<file path="src/rtl/memory_arbiter_2p.sv">
// Two-requester round-robin arbiter in front of a single-port valid/ready memory.
// One access at a time: IDLE -> BUSY (memory handshake, timeout guard) -> RESP (one-cycle reply) -> IDLE.
module memory_arbiter_2p #(
    parameter int MEMORY_WIDTH   = 8,
    parameter int MEMORY_DEPTH   = 16,
    parameter int ADDRESS_WIDTH  = $clog2(MEMORY_DEPTH),
    parameter int TIMEOUT_CYCLES = 8
) (
    input  logic                       clk_i,
    input  logic                       rst_i,
    input  logic [1:0]                 req_valid_i,
    input  logic [1:0]                 req_wr_rd_i,
    input  logic [2*ADDRESS_WIDTH-1:0] req_addr_i,
    input  logic [2*MEMORY_WIDTH-1:0]  req_wdata_i,
    output logic [1:0]                 req_ready_o,
    output logic [1:0]                 req_err_o,
    output logic [MEMORY_WIDTH-1:0]    req_rdata_o,
    output logic                       mem_valid_o,
    output logic                       mem_wr_rd_o,
    output logic [ADDRESS_WIDTH-1:0]   mem_addr_o,
    output logic [MEMORY_WIDTH-1:0]    mem_wdata_o,
    input  logic                       mem_ready_i,
    input  logic [MEMORY_WIDTH-1:0]    mem_rdata_i
);

    localparam int CNT_W = (TIMEOUT_CYCLES > 1) ? $clog2(TIMEOUT_CYCLES) : 1;

    localparam logic [1:0] ST_IDLE = 2'd0;
    localparam logic [1:0] ST_BUSY = 2'd1;
    localparam logic [1:0] ST_RESP = 2'd2;

    logic [1:0]               state;
    logic                     last_grant;
    logic                     grant;
    logic [CNT_W-1:0]         tmo_cnt;
    logic                     sel;
    logic                     sel_wr_rd;
    logic [ADDRESS_WIDTH-1:0] sel_addr;
    logic [MEMORY_WIDTH-1:0]  sel_wdata;
    logic [1:0]               grant_onehot;

    // Round-robin pick: on contention the requester not served last time wins.
    always_comb begin
        sel = 1'b0;
        if (req_valid_i == 2'b11) begin
            sel = ~last_grant;
        end else begin
            sel = req_valid_i[1];
        end
        sel_wr_rd = req_wr_rd_i[sel];
        sel_addr  = sel ? req_addr_i[2*ADDRESS_WIDTH-1:ADDRESS_WIDTH]
                        : req_addr_i[ADDRESS_WIDTH-1:0];
        sel_wdata = sel ? req_wdata_i[2*MEMORY_WIDTH-1:MEMORY_WIDTH]
                        : req_wdata_i[MEMORY_WIDTH-1:0];
    end

    assign grant_onehot = grant ? 2'b10 : 2'b01;

    always_ff @(posedge clk_i or posedge rst_i) begin
        if (rst_i) begin
            state       <= ST_IDLE;
            last_grant  <= 1'b1;
            grant       <= 1'b0;
            tmo_cnt     <= '0;
            req_ready_o <= 2'b00;
            req_err_o   <= 2'b00;
            req_rdata_o <= '0;
            mem_valid_o <= 1'b0;
            mem_wr_rd_o <= 1'b0;
            mem_addr_o  <= '0;
            mem_wdata_o <= '0;
        end else begin
            case (state)
                ST_IDLE: begin
                    if (|req_valid_i) begin
                        grant       <= sel;
                        last_grant  <= sel;
                        mem_valid_o <= 1'b1;
                        mem_wr_rd_o <= sel_wr_rd;
                        mem_addr_o  <= sel_addr;
                        mem_wdata_o <= sel_wdata;
                        tmo_cnt     <= '0;
                        state       <= ST_BUSY;
                    end
                end
                ST_BUSY: begin
                    // A memory accept in the last allowed cycle still completes normally.
                    if (mem_ready_i) begin
                        mem_valid_o <= 1'b0;
                        req_ready_o <= grant_onehot;
                        if (!mem_wr_rd_o) begin
                            req_rdata_o <= mem_rdata_i;
                        end
                        state <= ST_RESP;
                    end else if (tmo_cnt == CNT_W'(TIMEOUT_CYCLES - 1)) begin
                        mem_valid_o <= 1'b0;
                        req_ready_o <= grant_onehot;
                        req_err_o   <= grant_onehot;
                        req_rdata_o <= '0;
                        state       <= ST_RESP;
                    end else begin
                        tmo_cnt <= tmo_cnt + 1'b1;
                    end
                end
                ST_RESP: begin
                    req_ready_o <= 2'b00;
                    req_err_o   <= 2'b00;
                    state       <= ST_IDLE;
                end
                default: begin
                    state <= ST_IDLE;
                end
            endcase
        end
    end

endmodule

</file>
<file path="config.mk">
export PLATFORM = sky130hd
export DESIGN_NAME = memory_arbiter_2p
export DESIGN_NICKNAME = d
export VERILOG_FILES = /design/src/rtl/memory_arbiter_2p.sv
export SDC_FILE = /design/constraint.sdc
export NUM_CORES = 1
export LEC_CHECK = 0
export BUFFER_PORTS_ARGS = -buffer_cell sky130_fd_sc_hd__buf_4
export CORE_MARGIN = 4
export CORE_UTILIZATION = 45
export DETAILED_ROUTE_END_ITERATION = 6
export PLACE_DENSITY = 0.75
export SLEW_MARGIN = 20
export SYNTH_ARGS = -nofsm -noshare
export SYNTH_HDL_FRONTEND = slang
export SYNTH_SLANG_ARGS = --single-unit
export TNS_END_PERCENT = 30
</file>
<file path="constraint.sdc">
create_clock -name clk_i -period 4.07 [get_ports clk_i]
set_input_delay 0.6105 -clock clk_i [delete_from_list [all_inputs] [get_ports clk_i]]
set_output_delay 0.6105 -clock clk_i [all_outputs]
set_load 0.005 [all_outputs]
</file>
[After elaboration in Yosys (flattened, before gate mapping)]
Cells that the tools add are included.
Storage, ports and cells
  register bits after elaboration: 33
  bits in latches: 0
  RAM bits: 0
  ROM bits: 0
  input bits: 39
  memories: 0
Operators by class
  add/sub/neg operators: 1
  $mul: 0
  div/mod/pow operators: 0
  $lt $le $gt $ge: 1
  equal/unequal tests: 10
  shift-type cells: 0
  mux-type cells: 26
  bitwise logic cells: 1
  reduce and logical (&&, ||, !) cells: 12
Operators with widths (count)
  8-bit two-way mux: 4
  2-bit two-way mux: 7
  2-bit case mux with 2 select lines: 3
  2-bit inequality test (second input constant): 5
  3-bit two-way mux: 3
  3-bit AND reduction: 3
  1-bit two-way mux: 6
  3-bit case mux with 2 select lines: 1
  2-bit AND reduction: 3
  2-bit nonzero test: 3
  2-bit equality test (second input constant): 2
  4-bit two-way mux: 1
  4-bit AND reduction: 1
  3-bit by 1-bit adder with 3-bit output (second input constant): 1
  3-bit equality test (second input constant): 1
  3-bit inequality test (second input constant): 1
  2-bit by 1-bit equality test with 1-bit output (second input constant): 1
  2-bit logical NOT: 1
  1-bit by 2-bit < comparator with 1-bit output (second input constant): 1
  1-bit case mux with 2 select lines: 1
  2-bit OR reduction: 1
  1-bit NOT: 1

[Logic depth before layout (Yosys ltp)]
Gate-level depths: netlist of the first run.
  word-level depth: 4
  mapped depth: 6
  mapped depth without buffers: 5

[Least setup slack after synthesis of the first run]
No wires, ideal clock.
  path type: register to register
  start: register tmo_cnt[0]
  end: register tmo_cnt[0]
  setup time: 128 ps
  data arrival time: 1586 ps
  data required time: 3942 ps
  slack: 2356 ps
  stages on the path, launching flop included: 6
  cell sequence: dfrtp_1 > ha_1 > ha_1 > o21a_1 > nor3_2 > mux2_1
On the way
  longest elaborated chain between the ends: 4
  elaborated cells between the ends (all ways): 7
RTL lines
  start: declaration: line 35  | logic [CNT_W-1:0] tmo_cnt;
  start signal: assignment: line 102  | tmo_cnt <= tmo_cnt + 1'b1;
  3-bit by 1-bit adder with 3-bit output: line 102
  3-bit two-way mux: line 95  | end else if (tmo_cnt == CNT_W'(TIMEOUT_CYCLES - 1)) begin
  3-bit two-way mux: line 88  | if (mem_ready_i) begin
  3-bit case mux with 2 select lines: line 73  | case (state)
Several ways; a longest one is shown, not always the timed one. The select of a mux whose other input is x is not followed.
A chain may end at the register's enable or synchronous reset.

[Worst setup path after layout of the first run]
Ends and elaborated chain as after synthesis.

==> results of run 1 <==
## area by class of cell
| class | instances | area (um2) | area share |
|---|---|---|---|
| flip-flops and latches | 33 | 827 | 0.366 |
| multi-input cells | 106 | 761 | 0.337 |
| repair buffers | 65 | 488 | 0.216 |
| clock buffers | 7 | 96.3 | 0.0427 |
| well taps | 46 | 57.6 | 0.0255 |
| inverters | 6 | 22.5 | 0.00998 |
| clock inverters | 1 | 5.00 | 0.00222 |
## flip-flops by register name, indices dropped and copies added, names as in the netlist
signal	cells
mem_wdata_o	8
req_rdata_o	8
mem_addr_o	4
tmo_cnt	3
req_err_o	2
req_ready_o	2
state	2
grant	1
last_grant	1
mem_valid_o	1
mem_wr_rd_o	1
## metal layers
metal	up-vias	track usage	share of wire
met5	-	0	0
met4	0	0.0846	0.026
met3	11	0.0494	0.068
met2	52	0.294	0.50
met1	635	0.206	0.40
li1	667	-	-
## synthesized netlist by cell type, types with 2 or more instances
cell type,count,area (um2)
sky130_fd_sc_hd__inv_1,6,22.5
sky130_fd_sc_hd__nor2_1,4,15.0
sky130_fd_sc_hd__mux2_1,5,56.3
sky130_fd_sc_hd__a21oi_1,2,10.0
sky130_fd_sc_hd__o21ai_0,8,40.0
sky130_fd_sc_hd__nand2_1,23,86.3
sky130_fd_sc_hd__ha_1,8,100
sky130_fd_sc_hd__o21ai_2,2,17.5
sky130_fd_sc_hd__nand3_1,2,10.0
sky130_fd_sc_hd__o21ai_1,10,50.1
sky130_fd_sc_hd__dfrtp_1,32,801
sky130_fd_sc_hd__a22o_1,15,131
sky130_fd_sc_hd__nor2b_1,3,18.8
sky130_fd_sc_hd__buf_6,2,22.5
sky130_fd_sc_hd__buf_2,4,20.0
sky130_fd_sc_hd__mux2i_1,15,150
## critical path: stages (launching register included)
cell	delay, ps
sky130_fd_sc_hd__dfrtp_1	400
sky130_fd_sc_hd__ha_1	230
sky130_fd_sc_hd__ha_1	220
sky130_fd_sc_hd__o21a_1	220
sky130_fd_sc_hd__nor3_2	340
sky130_fd_sc_hd__mux2_1	350
## path summary, 6_finish.rpt
check / slack, ps / endpoint / from
setup / recovery: 2200 / tmo_cnt[0] / tmo_cnt[0]
hold / removal: 380 / mem_wdata_o[5] / rst_i
max in group asynchronous: 2970 / last_grant / rst_i
setup reg to reg: 2200 / tmo_cnt[0] / tmo_cnt[0]
hold reg to reg: 480 / mem_wdata_o[6] / mem_wdata_o[6]
min in group clk_i: 480 / mem_wdata_o[6] / mem_wdata_o[6]
## logic make-up (layout without fill, tap and decap cells)
family / Yosys count / in the layout / synth area share
buffers and inverters: 14 / 79 / 0.0530
AND/OR/NAND/NOR: 36 / 36 / 0.0993
adder cells (fa/ha/maj): 8 / 8 / 0.0597
multiplexers: 20 / 20 / 0.123
flip-flops: 33 / 33 / 0.493
AO/OA/AOI/OAI: 42 / 42 / 0.172
## power breakdown
group / leakage, nW / switching [mW] / internal (mW) / total [mW]
Combinational: 0.709 / 0.320 / 0.393 / 0.713
Clock: 0.0542 / 0.114 / 0.153 / 0.267
Sequential: 0.403 / 0.120 / 0.485 / 0.606
Total: 1.17 / 0.554 / 1.03 / 1.58
==> implementation parameters, run 1 <==
Parameter                              Value

Flow run
  Max cap viols    0

Timing
  Fmax achieved    0.535 GHz
  Worst clock skew    3.18 ps
  Worst Slack Setup Final    2200 ps
  Worst slew margin relative to its limit    0.376
  Finish-stage setup viols    0
  Total count of max-transition violations in the final report    0
  RSZ-0062 raised after global routing    no
  Setup TNS    0 ps
  Minimum hold slack    380 ps
  Crit share post-route    0.459
  Least-Margin Pin Slew    936 ps
  Min Clock Period, post-route    1870 ps
  Final count of hold timing violations    0

Logic synthesis
  Most used flip-flop cell after synthesis    sky130_fd_sc_hd__dfrtp_1
  Syn Nets    200
  Number of different library cells in the post-synthesis netlist    28
  Warning count from the yosys run    0
  Synthesized area per cell    11.0 um2
  Asr flop ratio synth    1.00
  Proportion of synthesized chip area in sequential cells    0.493
  Cell count after synthesis    153
  Post-Syn Area    1680 um2
  Number of enable-type register cells in the synthesized netlist    0
  Flop and latch count out of synthesis    33

Detailed routing
  First DRT Iteration DRCs    51
  Via-to-Cell Ratio    5.17
  Drt total wl    3.83 mm
  DRT Pass-1 Iters    6
  DRC violation count after routing    0
  Via count    1,365
  Number of routed nets with antenna violations    0
  WL per Instance    14.5 um

Floorplanning
  Starting density of the core    0.483
  Die outline height    69.0 um
  Core Area    3470 um2
  Number of ports placed on the die boundary    65
  Number of rows created at floorplan    21
  Area enclosed by the die boundary    4770 um2
  Die width    69.0 um

Clock tree
  Clock tree from TritonCTS    yes
  CTS Buf Count    5
  Clock-pin slew on the worst setup and hold paths    60 ps
  TritonCTS Sinks    33
  Hold Buf Count CTS    0
  H-tree Lvls    2
  Worst-case clock buffer depth    2
  Source-to-sink clock delay at the later pin of the worst-skew pair    280 ps
  Root buffer selected by CTS    sky130_fd_sc_hd__clkbuf_8
  Number of gates resized after CTS    0
  Postcts setup bufs    0

Global routing
  Number of antenna violations at the first check in global routing    0
  Maximum number of pins on one net before global-route repair    29
  Vias in the first global route    1,430
  Overall global routing resource usage    0.176
  Sum of overflow across all layers after global routing    0
  Global-route wire length before repair    6.79 mm

Finish
  Proportion of layout cells with a drive suffix above 1    0.358
  Design area    2260 um2
  Most common cell after layout, fill and taps aside    sky130_fd_sc_hd__buf_4
  Number of diodes    0
  Signed area change from the synthesized netlist to the final layout    34.6%
  Number of nets in the final layout    264
  Most frequent cells in the layout    sky130_fd_sc_hd__buf_4, sky130_fd_sc_hd__dfrtp_1, sky130_fd_sc_hd__nand2_1
  Post-route insts no fill    264
  Number of fillers in the final layout    291
  Final core area utilization    0.651

Worst hold path
  Hold Crit Class    primary input to async pin

Placed design
  Post-Place Worst Slack    2130 ps
  GP Congestion    0.720
  Total of buffers placed on input and output ports    64
  Post-placement cell count    256
  Total placed instance area    2160 um2
  Placed wire-length estimate after detailed placement    2.98 mm

Setup path
  Worst setup path class    register to register
  Depth of the most critical reg-to-reg path    5
  Data arrival time at the worst-slack endpoint    2040 ps
  Required time worst endpoint    4240 ps
  Critical Path Fanout Max    3
  Worst Setup Start Kind    register
  Crit. End Element    register

Power
  Static leakage    1.17 nW
  Worst IR Drop VDD    0.417 mV
  Total power of the final layout    1.58 mW
  Power density relative to cell area    702 nW/um2

Outcome
  Run status    finished clean
(Power assumes the default switching activity.)
==> inputs of run 2 (changes only) <==
Settings changed: ABC_AREA set to 1, CORE_UTILIZATION 45 to 44, PLACE_DENSITY 0.75 to 0.76.
Clock period 4.07 ns to 1.6 ns, I/O delays scaled along.
==> run 2 against run 1 <==
Effect of this change: clock skew about the same; combinational power increased to 2.5 times the previous value; sequential power increased by 140%; sequential share of layout area decreased by 1.5 points; first-iteration DRC count increased by 120%; die area increased by 4.6%; the flow now finishes with violations (hold timing); synthesized area increased by 2.8%; register-to-register slack got worse by 2100 ps.
==> implementation parameters, run 2 <==
Parameter                              Value

Outcome
  Run status    complete, but fails checks (was finished clean)
  Violations in the final reports    hold timing

Clock tree
  Worst-case clock buffer depth    2 (unchanged)
  Root buffer selected by CTS    sky130_fd_sc_hd__clkbuf_8 (unchanged)
  TritonCTS Sinks    33 (unchanged)
  Hold Buf Count CTS    0 (unchanged)
  Clock-pin slew on the worst setup and hold paths    60 ps (about the same)
  H-tree Lvls    2 (unchanged)
  Source-to-sink clock delay at the later pin of the worst-skew pair    280 ps (about the same)
  Clock tree from TritonCTS    yes (unchanged)
  CTS Buf Count    5 (unchanged)

Flow run
  Max cap viols    0 (unchanged)

Finish
  Post-route insts no fill    336 (was 264)
  Final core area utilization    0.633 (was 0.651)
  Proportion of layout cells with a drive suffix above 1    0.285 (was 0.358)
  Number of fillers in the final layout    339 (was 291)
  Most frequent cells in the layout    sky130_fd_sc_hd__nand2_1, sky130_fd_sc_hd__buf_4, sky130_fd_sc_hd__dfrtp_1 (was sky130_fd_sc_hd__buf_4, sky130_fd_sc_hd__dfrtp_1, sky130_fd_sc_hd__nand2_1)
  Number of diodes    0 (unchanged)
  Number of nets in the final layout    335 (was 264)
  Biggest regs    mem_wdata_o (8), req_rdata_o (8), mem_addr_o (4) (unchanged)
  Signed area change from the synthesized netlist to the final layout    36.5% (was 34.6%)
  Most common cell after layout, fill and taps aside    sky130_fd_sc_hd__nand2_1 (was sky130_fd_sc_hd__buf_4)

Power
  Power density relative to cell area    1660 nW/um2 (was 702 nW/um2)
  Total power of the final layout    3.92 mW (was 1.58 mW)
  Worst IR Drop VDD    0.651 mV (was 0.417 mV)
  Static leakage    1.36 nW (was 1.17 nW)

Setup path
  Critical Path Fanout Max    6 (was 3)
  Delay of the slowest cell on the worst path    390 ps (was 400 ps)
  Data arrival time at the worst-slack endpoint    1610 ps (was 2040 ps)
  Worst setup path class    register to register (unchanged)
  Worst reg2reg setup slack    150 ps (was 2200 ps)
  Depth of the most critical reg-to-reg path    6 (was 5)
  Worst Setup Start Kind    register (unchanged)
  Crit. End Element    register (unchanged)
  Beginning of the critical path    tmo_cnt[0] (unchanged)
  Number of buffers and inverters on the critical path    0 (unchanged)
  Slowest CP cell    sky130_fd_sc_hd__dfrtp_1 (unchanged)
  Cell family with most CP delay    adder cells (unchanged)
  R2R Path Start    tmo_cnt[0] (unchanged)
  Sequence of cells on the critical path    ha_1 -> ha_1 -> nor2_1 -> nand2_1 -> nand2_1 -> o21ai_0 (was ha_1 -> ha_1 -> o21a_1 -> nor3_2 -> mux2_1)
  Required time worst endpoint    1750 ps (was 4240 ps)
  R2R Path End    state[1] (was tmo_cnt[0])

Placed design
  Placed wire-length estimate after detailed placement    3.00 mm (was 2.98 mm)
  GP Congestion    0.846 (was 0.720)
  Total of buffers placed on input and output ports    64 (unchanged)
  Post-placement cell count    329 (was 256)

Timing
  Least-Margin Pin Slew    506 ps (was 936 ps)
  Min Clock Period, post-route    1450 ps (was 1870 ps)
  RSZ-0062 raised after global routing    yes (was no)
  Finish-stage setup viols    0 (unchanged)
  Worst slew margin relative to its limit    0.662 (was 0.376)
  Setup TNS    0 ps (unchanged)
  Final count of hold timing violations    10 (was 0)
  Minimum hold slack    -12.8 ps (was 380 ps)
  Crit share post-route    0.908 (was 0.459)
  Worst clock skew    3.26 ps (was 3.18 ps)
  Total count of max-transition violations in the final report    0 (unchanged)
  Fmax achieved    0.688 GHz (was 0.535 GHz)

Floorplanning
  Number of rows created at floorplan    22 (was 21)
  Core Area    3720 um2 (was 3470 um2)
  Area enclosed by the die boundary    4980 um2 (was 4770 um2)
  Starting density of the core    0.464 (was 0.483)
  Number of ports placed on the die boundary    65 (unchanged)
  Die outline height    70.6 um (was 69.0 um)
  Die width    70.6 um (was 69.0 um)

Logic synthesis
  Post-Syn Area    1720 um2 (was 1680 um2)
  Leading cell type by number of instances after synthesis    sky130_fd_sc_hd__nand2_1 (was sky130_fd_sc_hd__dfrtp_1)
  Most frequent cells after synthesis    sky130_fd_sc_hd__nand2_1, sky130_fd_sc_hd__dfrtp_1, sky130_fd_sc_hd__inv_1, sky130_fd_sc_hd__nand3_1, sky130_fd_sc_hd__nand3b_1 (was sky130_fd_sc_hd__dfrtp_1, sky130_fd_sc_hd__nand2_1, sky130_fd_sc_hd__a22o_1, sky130_fd_sc_hd__mux2i_1, sky130_fd_sc_hd__o21ai_1)
  Syn Nets    266 (was 200)
  Most used flip-flop cell after synthesis    sky130_fd_sc_hd__dfrtp_1 (unchanged)
  Proportion of synthesized chip area in sequential cells    0.480 (was 0.493)
  Dominant cell type by area after synthesis    sky130_fd_sc_hd__dfrtp_1 (unchanged)
  Number of different library cells in the post-synthesis netlist    18 (was 28)
  Cell count after synthesis    219 (was 153)
  Number of enable-type register cells in the synthesized netlist    0 (unchanged)
  Fraction of synthesized cell area taken by the top area cell type    0.464 (was 0.478)
  Flop and latch count out of synthesis    33 (unchanged)
  Synthesized area per cell    7.87 um2 (was 11.0 um2)
  Warning count from the yosys run    0 (unchanged)
  Asr flop ratio synth    1.00 (unchanged)
  Top cells by area, synth    sky130_fd_sc_hd__dfrtp_1, sky130_fd_sc_hd__nand2_1, sky130_fd_sc_hd__nand3_1, sky130_fd_sc_hd__ha_1, sky130_fd_sc_hd__inv_1 (was sky130_fd_sc_hd__dfrtp_1, sky130_fd_sc_hd__mux2i_1, sky130_fd_sc_hd__a22o_1, sky130_fd_sc_hd__ha_1, sky130_fd_sc_hd__nand2_1)

Detailed routing
  Via-to-Cell Ratio    4.71 (was 5.17)
  Drt total wl    4.04 mm (was 3.83 mm)
  Via count    1,584 (was 1,365)
  DRC violation count after routing    0 (unchanged)
  WL per Instance    12.0 um (was 14.5 um)
  First DRT Iteration DRCs    112 (was 51)
  DRT Pass-1 Iters    4 (was 6)
  Number of routed nets with antenna violations    0 (unchanged)

Global routing
  Number of antenna violations at the first check in global routing    0 (unchanged)
  Overall global routing resource usage    0.170 (was 0.176)
  Vias in the first global route    1,599 (was 1,430)
  Global-route wire length before repair    6.97 mm (was 6.79 mm)
  Maximum number of pins on one net before global-route repair    23 (was 29)
  Sum of overflow across all layers after global routing    0 (unchanged)

Worst hold path
  Hold Crit Class    primary input to async pin (unchanged)
## run 2: cells by family after synthesis
logic type	after synthesis	synth area share
AOI/OAI and AO/OA	9	0.0327
adders and majority gates	8	0.0581
buffers and inverters	31	0.0820
DFF	33	0.480
and+or+nand+nor	138	0.348
## run 2: how the worst max path moves through the flow
stage / slack (ps) / cells after the start / to
2_1_floorplan: 140 / 6 / tmo_cnt[0]
3_3_place_gp: 160 / 7 / req_rdata_o[7]
3_5_place_dp: 100 / 7 / req_rdata_o[6]
4_1_cts: 90 / 7 / req_rdata_o[6]
5_1_grt: -30 / 6 / mem_wdata_o[6]
6_report: 150 / 6 / state[1]
## run 2: cell type report
type | count | area, um2 | area share
flip-flops and latches | 33 | 827 | 0.351
repair buffers | 68 | 523 | 0.222
inverters | 25 | 93.8 | 0.0399
multi-input cells | 155 | 763 | 0.324
clock buffers | 7 | 86.3 | 0.0367
well taps | 48 | 60.1 | 0.0255
## run 2: layer usage
metal / GRT usage / share of wire / vias to the layer above
met1: 0.217 / 0.43 / 709
met3: 0.0440 / 0.078 / 2
met5: 0 / 0 / -
li1: - / - / 816
met2: 0.283 / 0.49 / 57
met4: 0.0564 / 0.0035 / 0
## run 2: stage by stage
step | instance area [um2] | worst slack [ps]
floorplan | 1720 | 139
global placement | 2260 | 160
detailed placement | 2260 | 104
CTS | 2350 | 86.4
global route | 2350 | -28.1
finish | 2350 | 147
## run 2: worst register-to-register path, delay by kind of cell, from the launching register on
kind / cells / cell delay [ps]
and+or+nand+nor: 3 / 420
AOI/OAI and AO/OA: 1 / 100
adders and majority gates: 2 / 430
DFF: 1 / 390
## run 2: timing repair
item	CTS	global route
setup endpoints to repair	0	15
buffers inserted	0	0
resized for setup	0	3
## run 2: power breakdown
group | switching [mW] | total [mW] | internal, mW
clock network | 0.282 | 0.623 | 0.341
registers | 0.249 | 1.48 | 1.24
logic | 0.956 | 1.81 | 0.854
